**src/rtl/wb_cmd_master.sv**
```systemverilog
// Single-outstanding pipelined Wishbone initiator. Turns a valid/ready command
// stream into Wishbone cycles and returns read data plus completion status.
module wb_cmd_master #(
  parameter int g_addr_width = 16,
  parameter int g_timeout    = 255,
  parameter int g_max_retry  = 3
) (
  input  logic                    clk_i,
  input  logic                    rst_i,
  input  logic                    cmd_valid_i,
  output logic                    cmd_ready_o,
  input  logic                    cmd_we_i,
  input  logic [g_addr_width-3:0] cmd_adr_i,
  input  logic [31:0]             cmd_dat_i,
  input  logic [3:0]              cmd_sel_i,
  output logic                    rsp_valid_o,
  input  logic                    rsp_ready_i,
  output logic [31:0]             rsp_dat_o,
  output logic [1:0]              rsp_status_o,
  output logic                    busy_o,
  output logic                    wb_cyc_o,
  output logic                    wb_stb_o,
  output logic                    wb_we_o,
  output logic [g_addr_width-3:0] wb_adr_o,
  output logic [3:0]              wb_sel_o,
  output logic [31:0]             wb_dat_o,
  input  logic                    wb_ack_i,
  input  logic                    wb_err_i,
  input  logic                    wb_rty_i,
  input  logic                    wb_stall_i,
  input  logic [31:0]             wb_dat_i
);

  localparam int c_tw = $clog2(g_timeout + 1);
  localparam int c_rw = (g_max_retry < 1) ? 1 : $clog2(g_max_retry + 1);

  typedef enum logic [2:0] {
    S_IDLE,
    S_STB,
    S_WAIT,
    S_RETRY,
    S_RESP
  } state_t;

  typedef enum logic [1:0] {
    ST_OK      = 2'b00,
    ST_ERR     = 2'b01,
    ST_RTY_EXH = 2'b10,
    ST_TIMEOUT = 2'b11
  } status_t;

  state_t          state_q, state_d;
  logic [c_tw-1:0] tmo_q;
  logic [c_rw-1:0] rty_cnt_q;
  logic [31:0]     rsp_dat_d;
  status_t         rsp_status_d;
  logic            accept;
  logic            bus_live;
  logic            tmo_hit;
  logic            rty_inc;

  // Next-state and response decode. A termination is only honoured once the
  // strobe has been taken (stall low) or while waiting, so a stalled strobe
  // cannot be completed early.
  always_comb begin
    // NOTE: every signal driven here gets a default first, so no path can leave
    // it unassigned and infer a latch.
    state_d      = state_q;
    rsp_dat_d    = rsp_dat_o;
    rsp_status_d = status_t'(rsp_status_o);
    rty_inc      = 1'b0;
    accept       = cmd_valid_i & cmd_ready_o;
    bus_live     = (state_q == S_WAIT) || ((state_q == S_STB) && !wb_stall_i);
    tmo_hit      = (tmo_q == c_tw'(g_timeout - 1));

    unique case (state_q)
      S_IDLE: begin
        if (accept) state_d = S_STB;
      end
      S_STB, S_WAIT: begin
        if (bus_live && wb_err_i) begin
          state_d      = S_RESP;
          rsp_dat_d    = '0;
          rsp_status_d = ST_ERR;
        end else if (bus_live && wb_rty_i) begin
          if (rty_cnt_q < c_rw'(g_max_retry)) begin
            state_d = S_RETRY;
            rty_inc = 1'b1;
          end else begin
            state_d      = S_RESP;
            rsp_dat_d    = '0;
            rsp_status_d = ST_RTY_EXH;
          end
        end else if (bus_live && wb_ack_i) begin
          state_d      = S_RESP;
          rsp_dat_d    = wb_we_o ? 32'h0 : wb_dat_i;
          rsp_status_d = ST_OK;
        end else if (tmo_hit) begin
          state_d      = S_RESP;
          rsp_dat_d    = '0;
          rsp_status_d = ST_TIMEOUT;
        end else if ((state_q == S_STB) && !wb_stall_i) begin
          state_d = S_WAIT;
        end
      end
      S_RETRY: begin
        state_d = S_STB;
      end
      S_RESP: begin
        if (rsp_ready_i) state_d = S_IDLE;
      end
      default: begin
        state_d = S_IDLE;
      end
    endcase
  end

  // State, counters and every output are registered; outputs are decoded from
  // the next state so they line up with the state they describe.
  always_ff @(posedge clk_i or posedge rst_i) begin
    if (rst_i) begin
      state_q      <= S_IDLE;
      tmo_q        <= '0;
      rty_cnt_q    <= '0;
      cmd_ready_o  <= 1'b0;
      busy_o       <= 1'b0;
      rsp_valid_o  <= 1'b0;
      rsp_dat_o    <= '0;
      rsp_status_o <= '0;
      wb_cyc_o     <= 1'b0;
      wb_stb_o     <= 1'b0;
      wb_we_o      <= 1'b0;
      wb_adr_o     <= '0;
      wb_sel_o     <= '0;
      wb_dat_o     <= '0;
    end else begin
      // NOTE: non-blocking assignments so every register updates from the
      // values present before the edge, independent of statement order.
      state_q      <= state_d;
      cmd_ready_o  <= (state_d == S_IDLE);
      busy_o       <= (state_d != S_IDLE);
      rsp_valid_o  <= (state_d == S_RESP);
      wb_cyc_o     <= (state_d == S_STB) || (state_d == S_WAIT);
      wb_stb_o     <= (state_d == S_STB);
      rsp_dat_o    <= rsp_dat_d;
      rsp_status_o <= rsp_status_d;

      if (accept) begin
        wb_we_o   <= cmd_we_i;
        wb_adr_o  <= cmd_adr_i;
        wb_sel_o  <= cmd_sel_i;
        wb_dat_o  <= cmd_dat_i;
        rty_cnt_q <= '0;
      end else if (rty_inc) begin
        rty_cnt_q <= rty_cnt_q + 1'b1;
      end

      // Each attempt gets a fresh timeout window.
      if ((state_d == S_STB) && (state_q != S_STB)) begin
        tmo_q <= '0;
      end else if ((state_q == S_STB) || (state_q == S_WAIT)) begin
        tmo_q <= tmo_q + 1'b1;
      end
    end
  end

endmodule

```
**config.mk**
```make
export PLATFORM = sky130hd
export DESIGN_NAME = wb_cmd_master
export DESIGN_NICKNAME = d
export VERILOG_FILES = /design/src/rtl/wb_cmd_master.sv
export SDC_FILE = /design/constraint.sdc
export NUM_CORES = 1
export LEC_CHECK = 0
export CAP_MARGIN = 20
export CORE_MARGIN = 8
export CORE_UTILIZATION = 45
export DETAILED_ROUTE_END_ITERATION = 16
export HOLD_SLACK_MARGIN = 0.08
export PLACE_DENSITY = 0.87
export SETUP_SLACK_MARGIN = 0.3
export SLEW_MARGIN = 15
export SYNTH_ARGS = -nofsm -noshare
export SYNTH_HDL_FRONTEND = slang
export SYNTH_SLANG_ARGS = --single-unit
```
**constraint.sdc**
```tcl
create_clock -name clk_i -period 4.79 [get_ports clk_i]
set_input_delay 0.479 -clock clk_i [delete_from_list [all_inputs] [get_ports clk_i]]
set_output_delay 0.479 -clock clk_i [all_outputs]
set_load 0.01 [all_outputs]
```
==> flow_summary.toml <==
[run_status]
run_status = "finished clean"

[die]
initial_core_util = 0.456
coreArea_um2 = 9110
fp.dieArea_um2 = 12600
fp-row-count = 35
chipHeight_um = 112
die_w_um = 112
io_pins = 181

[layout]
finalNonFillerCells = 583
nets = 561
final_util = 0.680
fillers = 672
drive_above_1_share = 0.180
antenna_cells = 0
final_cell_area_um2 = 6190
synthToLayoutAreaGrowth_pct = 49.2

[synthesis]
share_of_flip_flops_with_an_asynchronous_set_or_reset = 1.00
synthesis.instances = 287
syn-mean-instance-area_um2 = 14.5
synth-edff-count = 0
synth_seq_area_share = 0.621
post_synthesis_cell_area_um2 = 4150
netlist.top_cell.by_area = "sky130_fd_sc_hd__dfrtp_1"
yosysWarnings = 0
postSynthNetCount = 381
yosys_register_bits = 103
synth_top_area_frac = 0.621
yosysUniqueCellTypes = 43
synth_top_cells_by_area = "sky130_fd_sc_hd__dfrtp_1, sky130_fd_sc_hd__mux2_2, sky130_fd_sc_hd__a22o_1"
yosys_most_used_dff = "sky130_fd_sc_hd__dfrtp_1"

[global_route]
groute.layer.met2.usage = 0.300
grt_first_pass_wirelength_um = 17500
initial_antenna_violation_count = 0
use_met1 = 0.189
via_count_of_the_first_global_routing_pass = 3330
grt_util_overall = 0.174
grtUsageMet3 = 0.0789
grt_start_max_net_pins = 70
globalRouteOverflowTotal = 0
busiest_layer_in_global_routing = "met2"

[critical_path]
crit_type = "reg -> reg"
cp_max_fo = 36
timing.rr.start = "state_q[2]"
r2r-end = "cmd_ready_o"
worst_ep_required_time_ns = 5.08
critPathLaunchType = "register"
worstPathArrival_ns = 2.77
slack_of_the_worst_reg_to_reg_path_ns = 2.32
timing.reg2reg.worst_path_depth = 5
end_kind = "register"

[routing]
route.detailed.wl_per_inst_um = 18.9
ant_nets = 0
routed_wl_um = 11000
drt_drc_violations_left = 0
vias_per_cell = 5.19
detailedRoute.firstIterationViolations = 134
detail_route.first_pass.iterations = 4
num_vias = 3027

[placed_design]
io_buffer_count = 180
numPlacedInstances = 566
placedInstanceArea_um2 = 6000
dpl.hpwl_um = 8340
pre_cts_ws_ns = 1.85
gpl.final_weighted_congestion = 0.764

[clock_tree]
cts_resized = 0
cts_max_level = 3
cts_made_buffers = 9
clk_pin_slew_worst_paths_ns = 0.10
clock_latency_ns = 0.35
tritoncts = "built"
clk_path_buf_depth = 2
cts_sinks = 103
clockRootBuffer = "sky130_fd_sc_hd__clkbuf_8"
postCtsSetupRepairBufs = 0
cts.hold.buffers_added = 0

[sta]
finalHoldViolCount = 0
final_cycle_share = 0.516
final.setup_skew_ns = 0.00679
max-slew-margin-rel = 0.338
worst_slew_pin_slew_ns = 0.988
setup_repair_after_global_routing_missed_its_margin = "no"
finalCriticalPeriod_ns = 2.47
postLayoutSetupSlackWorst_ns = 2.32
totalNegativeSetupSlack_ns = 0
final_report_max_slew_violation_count = 0
clock.fmax_ghz = 0.404
final_worst_hold_slack_ns = 0.511
finalSetupViolCount = 0

[power]
static_leakage_power_nw = 2.68
seq_power_share = 0.419
power.ir.vdd_worst_uv = 285
switching_power_mw = 1.05
power.share.combinational = 0.428
power-per-cell-area_nw_per_um2 = 528
post-layout-total-power_mw = 3.27
fraction_of_power_spent_switching_nets = 0.322
clockPowerShare = 0.153
cell_internal_pwr_mw = 2.22

[hold_path]
worst_hold_path.endpoint = "rsp_dat_o[5]"
min-delay-start = "rsp_dat_o[5]"
min_path_type = "reg -> reg"
whs_path_depth = 1

[run]
max_cap_viol_count = 0
[worst max-delay path by stage]
stage / startpoint / end / slack [ns]
global placement: wb_stall_i / rsp_dat_o[16] / 1.99
floorplan: rst_i / busy_o / 1.61
global route: state_q[2] / busy_o / 2.16
finish: state_q[2] / cmd_ready_o / 2.32
CTS: wb_stall_i / rsp_dat_o[14] / 2.24
detailed placement: wb_stall_i / rsp_dat_o[14] / 1.85
[Yosys cell counts, drive strengths merged, types with 3 or more instances]
cell and instances:
dfrtp 103, mux2 51, a22o 32, buf 14, nor2 13, inv 9
a21oi 7, nand3 6, xnor2 5, nand2 4, nor3 4, xor2 4
ha 3, or3 3
[final cells by class]
| cell class | count | area, um^2 | share of cell area |
|---|---|---|---|
| repair buffers | 183 | 1830 | 0.296 |
| multi-input cells | 161 | 1430 | 0.231 |
| inverters | 9 | 36.3 | 0.00586 |
| flip-flops and latches | 103 | 2580 | 0.416 |
| clock buffers | 9 | 124 | 0.0200 |
| clock inverters | 7 | 55.1 | 0.00889 |
| well taps | 111 | 139 | 0.0224 |
[per-layer routing]
layer | wire length (um) | vias up
li1 | - | 1387
met1 | 4200 | 1502
met2 | 5530 | 126
met3 | 1090 | 12
met4 | 167 | 0
met5 | 0 | -
[cell usage in the layout (no fill, tap or decap), types with 4 or more instances in the layout]
cell                              Yosys  final
sky130_fd_sc_hd__clkdlybuf4s50_1      0    180
sky130_fd_sc_hd__dfrtp_1            103    103
sky130_fd_sc_hd__mux2_2              51     51
sky130_fd_sc_hd__a22o_1              32     32
sky130_fd_sc_hd__nor2_1              12     12
sky130_fd_sc_hd__clkbuf_8             0      9
sky130_fd_sc_hd__inv_1                9      8
sky130_fd_sc_hd__a21oi_1              6      6
sky130_fd_sc_hd__nand3_1              5      5
sky130_fd_sc_hd__xnor2_1              5      5
sky130_fd_sc_hd__xor2_1               4      4
[power groups by stage]
stage / clock, mW / sequential, mW / combinational [mW]
5_1_grt: 0.547 / 1.41 / 1.49
3_5_place_dp: 0 / 1.39 / 1.42
2_1_floorplan: 0 / 1.48 / 0.519
3_3_place_gp: 0 / 1.37 / 1.38
6_report: 0.501 / 1.37 / 1.40
4_1_cts: 0.519 / 1.37 / 1.42
[worst max-delay path, cell delays in order, from the launching register on]
cell	delay [ns]
sky130_fd_sc_hd__dfrtp_1	0.60
sky130_fd_sc_hd__nor4b_1	0.61
sky130_fd_sc_hd__a21bo_4	0.33
sky130_fd_sc_hd__o211ai_4	0.40
sky130_fd_sc_hd__and2_4	0.31
sky130_fd_sc_hd__and3_1	0.15
[kinds of logic (layout without fill, tap and decap cells)]
group                    count (synthesis)  in the layout  synth area share
buffers and inverters                   23            208            0.0356
adder cells (fa/ha/maj)                  3              3           0.00904
multiplexers                            52             52             0.141
AO/OA/AOI/OAI                           52             52             0.111
AND/OR/NAND/NOR                         45             45            0.0639
flip-flops                             103            103             0.621
XOR/XNOR                                 9              9            0.0190
[state kept, by name, summed over array words and instances, names as in the netlist]
name and count:
busy_o 1, cmd_ready_o 1, rsp_dat_o 32, rsp_status_o 2, rsp_valid_o 1, rty_cnt_q 2
state_q 3, tmo_q 8, wb_adr_o 14, wb_cyc_o 1, wb_dat_o 32, wb_sel_o 4
wb_stb_o 1, wb_we_o 1
Power figures use the tool's default switching activity.
==> RTL change 1 (same settings) <==
The 5 states of `state_t` get a one-hot encoding in 5 bits.
--- a/src/rtl/wb_cmd_master.sv
+++ b/src/rtl/wb_cmd_master.sv
@@ -35,10 +35,10 @@
   localparam int c_rw = (g_max_retry < 1) ? 1 : $clog2(g_max_retry + 1);
 
-  typedef enum logic [2:0] {
-    S_IDLE,
-    S_STB,
-    S_WAIT,
-    S_RETRY,
-    S_RESP
+  typedef enum logic [4:0] {
+    S_IDLE  = 5'b00001,
+    S_STB   = 5'b00010,
+    S_WAIT  = 5'b00100,
+    S_RETRY = 5'b01000,
+    S_RESP  = 5'b10000
   } state_t;
 
Formal check against the unedited RTL: no difference found for any inputs over 4 cycles, from zero or initial values and one cycle with rst_i high; so few cycles prove little.
==> RTL change 1 against the unedited design <==
Power decreased by 7.0%; worst setup slack worse by 0.13 ns; utilization up 0.58 points; final area up 1.8%; synthesized area increased by 1.7%; highest routed layer unchanged; sequential cell count rose by 2; routed wire length increased by 1.7%; sequential power shrank 4%; critical path depth decreased by 1.
==> RTL change 1: results (changes against the unedited design) <==
Setup path
  • Data arrival time at the worst-slack endpoint: 2.89 ns (was 2.77 ns)
  • CP peak stage delay: 0.86 ns (was 0.61 ns)
  • Startpoint-to-endpoint class of the critical path: register to register (unchanged)
  • Critical path peak fanout: 34 (was 36)
  • CP max stage cell: sky130_fd_sc_hd__a211o_1 (was sky130_fd_sc_hd__nor4b_1)
  • FF-to-FF Start: state_q[3] (was state_q[2])

Timing
  • Slew Limit Headroom: 0.283 (was 0.338)
  • Worst clock skew: 0.0108 ns (was 0.00679 ns)

Synth
  • Top cells by instance count after synthesis: 104 x sky130_fd_sc_hd__dfrtp_1, 52 x sky130_fd_sc_hd__mux2_2, 32 x sky130_fd_sc_hd__a22o_1, 10 x sky130_fd_sc_hd__nand2_1, 8 x sky130_fd_sc_hd__nor2_1 (was 103 x sky130_fd_sc_hd__dfrtp_1, 51 x sky130_fd_sc_hd__mux2_2, 32 x sky130_fd_sc_hd__a22o_1, 12 x sky130_fd_sc_hd__nor2_1, 9 x sky130_fd_sc_hd__inv_1)
  • Count of unique library cells instantiated by Yosys: 47 (was 43)
  • Net Count, Synth: 386 (was 381)
  • Sequential-to-total area share from yosys stat: 0.622 (was 0.621)
  • Cell types occupying the most area after synthesis: sky130_fd_sc_hd__dfrtp_1 62%, sky130_fd_sc_hd__mux2_2 14%, sky130_fd_sc_hd__a22o_1 6.6% (was sky130_fd_sc_hd__dfrtp_1 62%, sky130_fd_sc_hd__mux2_2 14%, sky130_fd_sc_hd__a22o_1 6.8%)

Drt
  • Detailed-routing iteration count for the pre-antenna-repair pass: 4 (unchanged)
  • Number of design-rule violations left by the first detailed-router iteration: 106 (was 134)
  • Routed Wire Length: 11.2 mm (was 11.0 mm)
  • Vias: 3083 (was 3027)

Clock tree
  • Latest clock arrival within the worst-skew pair: 0.35 ns (about the same)
  • H-tree depth reported by CTS: 3 (unchanged)

Global routing
  • Number of antenna violations at the first check in global routing: 0 (unchanged)
  • Global Route Usage Sum: 0.174 (about the same)
  • Global-route wire length before repair: 17.6 mm (was 17.5 mm)
  • Maximum number of pins on one net before global-route repair: 69 (was 70)
  • Number of global-route vias before repair: 3333 (was 3330)

Final layout
  • Ratio of cells with drive above 1 in the final layout: 0.168 (was 0.180)
  • Fill cell total of the finished layout: 685 (was 672)
  • Nets@finish: 565 (was 561)
  • Largest registers: rsp_dat_o: 32 flops, wb_dat_o: 32 flops, wb_adr_o: 14 flops (unchanged)

Power
  • Cell internal pwr: 2.11 mW (was 2.22 mW)
  • Static Leakage: 2.70 nW (was 2.68 nW)
  • Worst VDD drop: 0.000256 V (was 0.000285 V)

Placement
  • HPWL reported at the end of detailed placement: 8.64 mm (was 8.34 mm)
  • Placer's final routability congestion estimate: 0.801 (was 0.764)

Min path
  • Hold Path Origin: wb_dat_o[19] (was rsp_dat_o[5])

Outcome
  • Outcome: finished clean (unchanged)
-- RTL change 1: layer usage --
| metal | track usage | routed length (µm) | vias up |
|---|---|---|---|
| li1 | - | - | 1424 |
| met1 | 0.195 | 4280 | 1523 |
| met2 | 0.301 | 5750 | 120 |
| met3 | 0.0575 | 912 | 16 |
| met4 | 0.0639 | 238 | 0 |
| met5 | 0 | 0 | - |
-- RTL change 1: logic make-up after synthesis --
| kind of cell | count (synthesis) | synth area share |
|---|---|---|
| adders and majority gates | 3 | 0.00889 |
| AOI/OAI and AO/OA | 56 | 0.108 |
| xor gates and xnor gates | 7 | 0.0163 |
| DFF | 105 | 0.622 |
| buffers and inverters | 19 | 0.0305 |
| and+or+nand+nor | 49 | 0.0735 |
| muxes | 53 | 0.141 |
-- RTL change 1: through the flow --
stage	setup slack, ns	cell area (µm²)	power (mW)	hold WS (ns)	instances
5_1_grt	1.95	6300	3.21	0.525	587
2_1_floorplan	1.55	4220	1.85	0.511	292
6_report	2.18	6300	3.04	0.510	587
3_5_place_dp	1.92	6130	2.57	0.490	571
4_1_cts	2.14	6300	3.08	0.515	587
3_3_place_gp	2.05	6070	2.50	0.485	569
-- RTL change 1: power groups by stage --
stage | clock network, mW | registers, mW | logic (mW)
CTS | 0.525 | 1.32 | 1.24
detailed placement | 0 | 1.33 | 1.24
global placement | 0 | 1.32 | 1.18
finish | 0.506 | 1.31 | 1.22
floorplan | 0 | 1.42 | 0.427
global route | 0.561 | 1.35 | 1.30
-- RTL change 1: layout make-up --
class	count	area, µm²	share of cell area
timing repair buffer	185	1880	0.298
sequential	105	2630	0.417
multi-input combinational	168	1470	0.233
inverter	2	10.0	0.00159
tap	111	139	0.0220
clock buffer	11	141	0.0224
clock inverter	5	37.5	0.00595
-- RTL change 1: path summary, 6_finish.rpt --
check                                     end  slack (ns)  cells after the start
worst max-delay path            rsp_dat_o[13]        2.18                      4
worst min-delay path             wb_dat_o[19]        0.51                      1
worst min register to register   wb_dat_o[19]        0.51                      1
min in group asynchronous        rsp_dat_o[5]        0.63                      2
max in group asynchronous          state_q[0]        3.17                      3
worst max register to register  rsp_dat_o[13]        2.18                      4
-- RTL change 1: critical path: cells and delay by family, from the launching register on --
kind	cells	cell delay [ns]
flip-flops	1	0.45
AO/OA/AOI/OAI	3	1.53
AND/OR/NAND/NOR	1	0.55
==> RTL change 2 (same flow settings) <==
Made on the original files. Change the parameter `g_timeout` from 255 to 510.
--- a/src/rtl/wb_cmd_master.sv
+++ b/src/rtl/wb_cmd_master.sv
@@ -3,5 +3,5 @@
 module wb_cmd_master #(
   parameter int g_addr_width = 16,
-  parameter int g_timeout    = 255,
+  parameter int g_timeout    = 510,
   parameter int g_max_retry  = 3
 ) (
Formal check against the unedited RTL: no difference found for any inputs over 4 cycles, from zero or initial values and one cycle with rst_i high; that may be too few to reach the edited logic, so the function may still have changed.
==> RTL change 2 against the unedited design <==
Synthesized area up 1.7%; power is 11% higher; sequential power up 7%; combinational power rose by 19%; sequential cell count rose by 1; final area increased by 2.2%; hold slack got worse by 0.032 ns; fmax decreased by 3.4%; non-clock buffer count grew 2; critical path type is now input port to register; sequential share of layout area fell by 0.51 points; worst setup slack lost 0.086 ns; routed wire length up 4.3%; die area is 1.5% higher.
==> RTL change 2: results (changes against the unedited design) <==
Synth
  • Cell types occupying the most area after synthesis: sky130_fd_sc_hd__dfrtp_1 62%, sky130_fd_sc_hd__mux2_2 14%, sky130_fd_sc_hd__a22o_1 6.8% (unchanged)
  • Synth Flop Type: sky130_fd_sc_hd__dfrtp_1 (unchanged)
  • Count of unique library cells instantiated by Yosys: 44 (was 43)
  • Synthesized-area fraction occupied by ao, oa, aoi and oai cells: 0.134 (was 0.111)
  • Sequential-to-total area share from yosys stat: 0.616 (was 0.621)
  • Adder-Cell Fraction of Synth Area: 0.00889 (was 0.00904)
  • Multiplexer area fraction after synthesis: 0.141 (about the same)
  • Top cells by instance count after synthesis: 104 x sky130_fd_sc_hd__dfrtp_1, 51 x sky130_fd_sc_hd__mux2_2, 33 x sky130_fd_sc_hd__a22o_1, 13 x sky130_fd_sc_hd__a21oi_1, 9 x sky130_fd_sc_hd__inv_1 (was 103 x sky130_fd_sc_hd__dfrtp_1, 51 x sky130_fd_sc_hd__mux2_2, 32 x sky130_fd_sc_hd__a22o_1, 12 x sky130_fd_sc_hd__nor2_1, 9 x sky130_fd_sc_hd__inv_1)
  • Synth Area in XOR/XNOR: 0.0207 (was 0.0190)

Setup path
  • CP peak stage delay: 0.65 ns (was 0.61 ns)
  • FF-to-FF Start: state_q[1] (was state_q[2])
  • Critical path peak fanout: 20 (was 36)
  • CP max stage cell: sky130_fd_sc_hd__nor4_4 (was sky130_fd_sc_hd__nor4b_1)
  • Worst path top cell family by delay: simple AND/OR/NAND/NOR gates (unchanged)
  • Data arrival time at the worst-slack endpoint: 2.86 ns (was 2.77 ns)
  • R2R Setup Slk: 2.25 ns (was 2.32 ns)

Power
  • Worst VDD drop: 0.000293 V (was 0.000285 V)
  • Static Leakage: 2.74 nW (was 2.68 nW)

Placement
  • Pre-CTS setup slack: 1.88 ns (was 1.85 ns)
  • Placer's final routability congestion estimate: 0.803 (was 0.764)
  • Buffers on Ports: 180 (unchanged)
  • HPWL reported at the end of detailed placement: 8.72 mm (was 8.34 mm)

Timing
  • Worst clock skew: 0.0143 ns (was 0.00679 ns)
  • Worst-case setup margin in the final layout: 2.23 ns (was 2.32 ns)
  • Transition time at the pin with the least slew margin: 0.753 ns (was 0.988 ns)

Outcome
  • Outcome: finished clean (unchanged)

Final layout
  • Nets@finish: 571 (was 561)
  • Ratio of cells with drive above 1 in the final layout: 0.170 (was 0.180)

Drt
  • Number of design-rule violations left by the first detailed-router iteration: 136 (was 134)
  • Drt via density: 5.33 (was 5.19)

Global routing
  • Maximum number of pins on one net before global-route repair: 81 (was 70)
  • Number of global-route vias before repair: 3495 (was 3330)
  • Global-route wire length before repair: 18.2 mm (was 17.5 mm)
  • Global Route Usage Sum: 0.181 (was 0.174)

Min path
  • Class of the tightest hold or removal check: input port to async pin (was register to register)
==> RTL change 2: cell types whose count changed after synthesis, sizes merged, moves of 3 or more <==
cell / unedited run / this run
nor2: 13 / 6
a21oi: 7 / 13
nand2: 4 / 7
nand3: 6 / 3
nor3: 4 / 1
or3: 3 / 0
==> RTL change 2: through the flow <==
step           hold WS (ns)  power, mW  std cells  instance area [µm²]
2_1_floorplan         0.517       2.20        298                 4220
3_3_place_gp          0.481       3.10        576                 6110
3_5_place_dp          0.481       3.16        576                 6110
4_1_cts               0.510       3.69        592                 6300
5_1_grt               0.498       3.87        593                 6330
6_report              0.479       3.64        593                 6330
==> RTL change 2: cell type report <==
cell class | count | area [µm²]
Multi-Input combinational cell | 168 | 1510
Fill cell | 642 | 2820
Inverter | 9 | 36.3
Sequential cell | 104 | 2600
Clock buffer | 11 | 141
Clock inverter | 5 | 46.3
Tap cell | 111 | 139
Timing Repair Buffer | 185 | 1860
==> RTL change 2: layer usage <==
metal  vias to the layer above  global-route usage  part of all wire
met5                         -                   0                 0
met3                        10               0.107              0.13
met1                      1565               0.198              0.38
li1                       1447                   -                 -
met2                       136               0.291              0.47
met4                         0              0.0568             0.012
==> RTL change 2: kinds of logic after synthesis <==
group	after synthesis
and+or+nand+nor	36
buffers and inverters	26
AOI/OAI and AO/OA	66
xor gates and xnor gates	10
DFF	104
muxes	53
adders and majority gates	3
==> RTL change 2: power by group through the flow <==
stage,clock network (mW),logic (mW),registers [mW]
3_5_place_dp,0,1.68,1.48
6_report,0.521,1.66,1.46
4_1_cts,0.541,1.69,1.47
3_3_place_gp,0,1.63,1.46
5_1_grt,0.578,1.78,1.51
2_1_floorplan,0,0.601,1.60
